`config.mk`:
```
export PLATFORM = sky130hd
export DESIGN_NAME = gpll_apb_reconfig
export DESIGN_NICKNAME = d
export VERILOG_FILES = /design/src/rtl/gpll_recfg_pkg.sv /design/src/rtl/gpll_apb_reconfig_sync2.sv /design/src/rtl/gpll_apb_reconfig.sv
export SDC_FILE = /design/constraint.sdc
export NUM_CORES = 1
export LEC_CHECK = 0
export CAP_MARGIN = 20
export CORE_MARGIN = 4
export CORE_UTILIZATION = 55
export DETAILED_ROUTE_END_ITERATION = 10
export PLACE_DENSITY = 0.83
export SYNTH_ARGS = -nofsm -noshare
export SYNTH_HDL_FRONTEND = slang
export SYNTH_SLANG_ARGS = --single-unit
export TNS_END_PERCENT = 20
```
`constraint.sdc`:
```
create_clock -name apb_clk -period 4.33 [get_ports apb_clk]
set_input_delay 0.866 -clock apb_clk [delete_from_list [all_inputs] [get_ports apb_clk]]
set_output_delay 0.866 -clock apb_clk [all_outputs]
set_load 0.005 [all_outputs]
```
`src/rtl/gpll_recfg_pkg.sv`:
```
// Shared types and preset ROM for the GPLL APB reconfiguration controller.
// Latency: n/a (constants and types only).
// Backpressure: n/a.
package gpll_recfg_pkg;

   typedef struct packed {
      logic [4:0]  addr;
      logic [15:0] data;
   } entry_t;

   typedef enum logic [2:0] {
      IDLE, HOLD, WR_SETUP, WR_ACCESS, RD_SETUP, RD_ACCESS, RELEASE, WAIT_LOCK
   } state_t;

   // Entries are written in index order; addresses within a preset are unique.
   localparam entry_t GPLL_PRESETS [2][16] = '{
      '{ '{5'h00, 16'h1A01}, '{5'h01, 16'h0033}, '{5'h02, 16'h4C12}, '{5'h03, 16'h00F0},
         '{5'h04, 16'h7721}, '{5'h05, 16'h0101}, '{5'h06, 16'h3E0C}, '{5'h07, 16'h8001},
         '{5'h08, 16'h0000}, '{5'h09, 16'h0000}, '{5'h0A, 16'h0000}, '{5'h0B, 16'h0000},
         '{5'h0C, 16'h0000}, '{5'h0D, 16'h0000}, '{5'h0E, 16'h0000}, '{5'h0F, 16'h0000} },
      '{ '{5'h00, 16'h2B05}, '{5'h01, 16'h0047}, '{5'h02, 16'h5D18}, '{5'h03, 16'h00E3},
         '{5'h04, 16'h6612}, '{5'h05, 16'h0202}, '{5'h06, 16'h1F0A}, '{5'h07, 16'h8003},
         '{5'h08, 16'h0000}, '{5'h09, 16'h0000}, '{5'h0A, 16'h0000}, '{5'h0B, 16'h0000},
         '{5'h0C, 16'h0000}, '{5'h0D, 16'h0000}, '{5'h0E, 16'h0000}, '{5'h0F, 16'h0000} }
   };

endpackage

```
`src/rtl/gpll_apb_reconfig_sync2.sv`:
```
// Two-flop synchronizer bringing the PLL lock indication into the controller clock domain.
// Latency: 2 cycles.
// Backpressure: none.
module sync2 (
   input  logic clk,
   input  logic rst_n,
   input  logic d,
   output logic q
);
   logic meta;

   always_ff @(posedge clk or negedge rst_n) begin
      if (!rst_n) begin
         meta <= 1'b0;
         q    <= 1'b0;
      end else begin
         meta <= d;
         q    <= meta;
      end
   end
endmodule

```
`src/rtl/gpll_apb_reconfig.sv`:
```
// APB initiator reprogramming the GPLL config port; GPLL_RECFG_VERIFY_EN adds per-entry readback.
// Latency: RST_HOLD + 2 cycles per write (4 with readback) + 1 release + sync + 1 to done.
// Backpressure: access phases stall while apb_ready is low; start is ignored until idle.
module gpll_apb_reconfig #(
   parameter int NUM_ENTRIES  = 8,
   parameter int RST_HOLD     = 16,
   parameter int LOCK_TIMEOUT = 65535
) (
   input  logic        apb_clk,
   input  logic        apb_rst_n,
   input  logic        start,
   input  logic        sel,
   output logic        busy,
   output logic        done,
   output logic        err,
   output logic [4:0]  apb_addr,
   output logic        apb_sel,
   output logic        apb_en,
   output logic        apb_write,
   output logic [15:0] apb_wdata,
   input  logic [15:0] apb_rdata,
   input  logic        apb_ready,
   output logic        pll_rst,
   input  logic        pll_lock
);
   import gpll_recfg_pkg::*;

   localparam int CNT_MAX = (RST_HOLD > LOCK_TIMEOUT) ? RST_HOLD : LOCK_TIMEOUT;
   localparam int CNT_W   = $clog2(CNT_MAX + 1);
   localparam int IDX_W   = (NUM_ENTRIES > 1) ? $clog2(NUM_ENTRIES) : 1;
   localparam logic [IDX_W-1:0] LAST_IDX = IDX_W'(NUM_ENTRIES - 1);
   localparam logic [CNT_W-1:0] HOLD_END = CNT_W'(RST_HOLD - 1);
   localparam logic [CNT_W-1:0] TMO_END  = CNT_W'(LOCK_TIMEOUT - 1);

   state_t           state;
   logic [CNT_W-1:0] cnt;
   logic [IDX_W-1:0] idx;
   logic             sel_q;
   logic             lock_s;
   entry_t           cur;
   entry_t           nxt;

   sync2 u_lock_sync (.clk(apb_clk), .rst_n(apb_rst_n), .d(pll_lock), .q(lock_s));

   assign cur = GPLL_PRESETS[sel_q][4'(idx)];
   assign nxt = GPLL_PRESETS[sel_q][4'(idx + 1'b1)];

`ifndef GPLL_RECFG_VERIFY_EN
   logic unused_rdata;
   assign unused_rdata = ^apb_rdata;
`endif

   always_ff @(posedge apb_clk or negedge apb_rst_n) begin
      if (!apb_rst_n) begin
         state     <= IDLE;
         cnt       <= '0;
         idx       <= '0;
         sel_q     <= 1'b0;
         busy      <= 1'b0;
         done      <= 1'b0;
         err       <= 1'b0;
         apb_addr  <= '0;
         apb_sel   <= 1'b0;
         apb_en    <= 1'b0;
         apb_write <= 1'b0;
         apb_wdata <= '0;
         pll_rst   <= 1'b0;
      end else begin
         done <= 1'b0;
         // Free-running saturating count; cleared on entry to each timed state.
         if (cnt != '1) cnt <= cnt + 1'b1;
         case (state)
            IDLE: if (start) begin
               sel_q   <= sel;
               err     <= 1'b0;
               cnt     <= '0;
               idx     <= '0;
               busy    <= 1'b1;
               pll_rst <= 1'b1;
               state   <= HOLD;
            end
            HOLD: if (cnt == HOLD_END) begin
               apb_sel   <= 1'b1;
               apb_write <= 1'b1;
               apb_addr  <= cur.addr;
               apb_wdata <= cur.data;
               state     <= WR_SETUP;
            end
            WR_SETUP: begin
               apb_en <= 1'b1;
               state  <= WR_ACCESS;
            end
            WR_ACCESS: if (apb_ready) begin
               apb_en <= 1'b0;
`ifdef GPLL_RECFG_VERIFY_EN
               apb_write <= 1'b0;
               state     <= RD_SETUP;
            end
            RD_SETUP: begin
               apb_en <= 1'b1;
               state  <= RD_ACCESS;
            end
            RD_ACCESS: if (apb_ready) begin
               apb_en <= 1'b0;
               // A failed readback aborts: PLL is released and the lock wait is skipped.
               if (apb_rdata != apb_wdata) begin
                  err       <= 1'b1;
                  busy      <= 1'b0;
                  pll_rst   <= 1'b0;
                  apb_sel   <= 1'b0;
                  apb_addr  <= '0;
                  apb_wdata <= '0;
                  state     <= IDLE;
               end else
`endif
               if (idx == LAST_IDX) begin
                  apb_sel   <= 1'b0;
                  apb_write <= 1'b0;
                  apb_addr  <= '0;
                  apb_wdata <= '0;
                  pll_rst   <= 1'b0;
                  cnt       <= '0;
                  state     <= RELEASE;
               end else begin
                  idx       <= idx + 1'b1;
                  apb_write <= 1'b1;
                  apb_addr  <= nxt.addr;
                  apb_wdata <= nxt.data;
                  state     <= WR_SETUP;
               end
            end
            RELEASE: state <= WAIT_LOCK;
            WAIT_LOCK: if (lock_s) begin
               done  <= 1'b1;
               busy  <= 1'b0;
               state <= IDLE;
            end else if (cnt == TMO_END) begin
               err   <= 1'b1;
               busy  <= 1'b0;
               state <= IDLE;
            end
            default: state <= IDLE;
         endcase
      end
   end
endmodule

```
==> metrics.md <==
| Metric | Value |
|---|---|
| Syn Area/Cell | 9.50 um2 |
| Category of the most critical setup path | register to register |
| Initial core utilization | approximately 57% |
| Syn nets | 391 |
| RSZ-0062 raised after global routing | false |
| Vias per cell | 6.29 |
| Final setup margin | 1.45 ns |
| Most common cell after layout, fill and taps aside | dfrtp_1 |
| Crit path DAT | 3.09 ns |
| Hold Fails Final Rpt | 0 |
| Main flop type after synthesis | dfrtp_1 |
| Clk_skew | 0.00398 ns |
| Total CTS buffers | 5 |
| Yosys warns | 0 |
| Area grow syn2layout | 11.4% |
| Crit start category | register |
| Final Critical Period | 2.88 ns |
| Dpl hpwl | 5470 um |
| Port-buffer cells | 32 |
| CTS Buffer Depth | 2 |
| EDFF count, synth | 0 |
| Met1 Use GR | 27.9% |
| Cell Pwr Density | 546 nW/um2 |
| WL/cell | 17.5 um |
| Synth cell types | between 60 and 70 |
| Number of max-cap violations | 0 |
| Critical path origin | idx[2]$_DFFE_PN0P_ |
| # nets final | about 400 |
| CTS sink cnt | 52 |
| Routed Antenna Nets | 0 |
| Commonest non-fill, non-tap cells in the layout | dfrtp_1 (52), nand2_1 (32), clkdlybuf4s50_1 (31), a21oi_1 (21), o21ai_0 (20) |
| Post-CTS Resized | 0 |
| Met2 usage | 40.4% |
| Placement Setup Slack | about 1.4 ns |
| Slew @ Worst Pin | 0.803 ns |
| CTS tree | yes |
| DP Area | 3650 um2 |
| Data required, critical path | approximately 4.5 ns |
| Iter 0 DRT Violations | about 180 |
| Synth Register Bits | 52 |
| Post-route cell area | ~3700 um2 |
| Leak pwr | 0.00154 uW |
| Reg2Reg Launch Point | idx[2]$_DFFE_PN0P_ |
| Die Width | approximately 86 um |
| HP Start | u_lock_sync.meta$_DFF_PN0_ |
| Gate power share | between 40% and 50% |
| Status | complete, no violations |
| Final setup fails | 0 |
| Worst-path fanout max | 25 |
| Fin. max-slew vios | 0 |
| First-pass GRT wire length | 13400 um |
| H-Tree Depth | 2 |
| Clock edge transition at the registers on the reported setup and hold paths | 0.10 ns |
| Worst skew pair latency | 0.31 ns |
| Slew Limit Headroom | a little under half |
| Clk pwr share | 14.4% |
| Detailed-route DRC error count | 0 |
| Root Driver | clkbuf_8 |
| I/O pin count | 50 |
| Pint | 1210 uW |
| Net Sw Frac | 41.0% |
| FP Rows | 28 |
| Detailed-router iteration count before antenna repair | 5 |
| Tot GR Track Use | between 20 and 25% |
| Die Height | 86.2 um |
| Register area share after synthesis | 38.7% |
| Global routing's busiest layer | met2 |
| Routed wire length | between 7000 and 8000 um |
| Synth Instances | 354 |
| Routing usage on met3 | 3.80% |
| Hold crit path type | register to register |
| Final Core Density | 63.3% |
| Setup TNS | 0 ns |
| Initial antenna violation count | 0 |
| Share of power burned in registers | 37.8% |
| Core area | approximately 5900 um2 |
| Post-synth ARST share | 100% |
| # diodes | 0 |
| Largest net degree at the start of global routing | 39 |
| Post-Syn Area | between 3000 and 4000 um2 |
| CP Capture Type | register |
| Postcts setup bufs | 0 |
| Fillers | approximately 500 |
| Die area | ~7400 um2 |
| VDD IR max | approximately 0.00038 V |
| Overall power | 2040 uW |
| Hold-fix buffers, CTS | 0 |
| Via count | approximately 2800 |
| Layout cells sized above 1 | 9.73% |
| Net Sw Power | between 800 and 900 uW |
| Fin crit share | 66.5% |
| Gpl congestion | 0.963 |
| Vias in the first global route | 2727 |
| Max Fclk | 0.347 GHz |
| Grt ovf | 0 |
## synth_stat cells (4+ instances only)
cell      number  area [um2]
a21oi_1       21         105
a31oi_1        9        56.3
a32o_1         4        40.0
and3_1         7        43.8
and4_1         5        43.8
buf_2         11        55.1
clkbuf_1      10        37.5
dfrtp_1       52        1300
ha_1          15         188
inv_1         16        60.1
mux2_2        10         113
mux2_4         5        75.1
mux2i_1       10         100
nand2_1       32         120
nand2b_1       8        50.1
nand3_1       13        65.1
nand4_1        5        31.3
nor2_1        12        45.0
nor2b_1       11        68.8
nor3_1         4        20.0
o21a_1         4        30.0
o21ai_0       20         100
o31ai_1        5        37.5
o41ai_1        5        43.8
## state kept, by name (all words and copies together), names as in the netlist
name              flops
u_lock_sync.meta      1
apb_wdata            16
apb_addr              4
cnt                  16
idx                   3
pll_rst               1
state                 3
done                  1
apb_write             1
err                   1
busy                  1
apb_sel               1
apb_en                1
u_lock_sync.q         1
sel_q                 1
## power by group through the flow
stage	registers, uW	clock network (uW)	logic, uW
floorplan	711	0	717
global placement	768	0	948
detailed placement	777	0	975
CTS	768	302	980
global route	795	323	1080
finish	772	295	977
## kinds of logic after synthesis
family	share of synthesized area [%]
flops	38.7
buf+inv	5.58
fa+ha+maj	5.58
simple gates	18.7
mux	8.56
other cells	0.112
compound gates	22.5
xor+xnor	0.261
## area by class of cell
class                      count  area (um2)  area share (%)
clock buffer                   5        68.8            1.84
clock inverter                 3        25.0           0.668
tap                           75        93.8            2.51
sequential                    52        1300            34.7
multi-input combinational    261        1870            50.0
inverter                      16        60.1            1.60
timing repair buffer          33         323            8.62
## per-layer routing
| metal | routed length, um | vias to the layer above |
|---|---|---|
| met2 | 4170 | 74 |
| met1 | 3210 | 1374 |
| li1 | - | 1340 |
| met4 | 91 | 0 |
| met3 | 305 | 11 |
| met5 | 0 | - |
## stage by stage
| step | std cells | hold slack, ns |
|---|---|---|
| floorplan | 354 | 0.331 |
| finish | 445 | 0.360 |
| detailed placement | 437 | 0.340 |
| global placement | 437 | 0.334 |
| CTS | 445 | 0.364 |
| global route | 445 | 0.369 |
## final timing paths
path / end / slack (ns) / depth (start not counted)
setup / recovery: apb_wdata[10]$_DFFE_PN0P_ / 1.45 / 6
hold / removal: u_lock_sync.q$_DFF_PN0_ / 0.36 / 0
setup reg to reg: apb_wdata[10]$_DFFE_PN0P_ / 1.45 / 6
hold reg to reg: u_lock_sync.q$_DFF_PN0_ / 0.36 / 0
max in group asynchronous: state[0]$_DFFE_PN0P_ / 3.10 / 2
min in group asynchronous: apb_wdata[6]$_DFFE_PN0P_ / 0.44 / 1
## critical path, stage by stage (launching register included)
cell	delay (ns)
dfrtp_1	0.88
inv_1	0.25
ha_1	0.74
mux2_2	0.40
a21oi_1	0.15
a21oi_1	0.06
mux2_2	0.29
No activity file was read; power rests on OpenSTA's default activity.
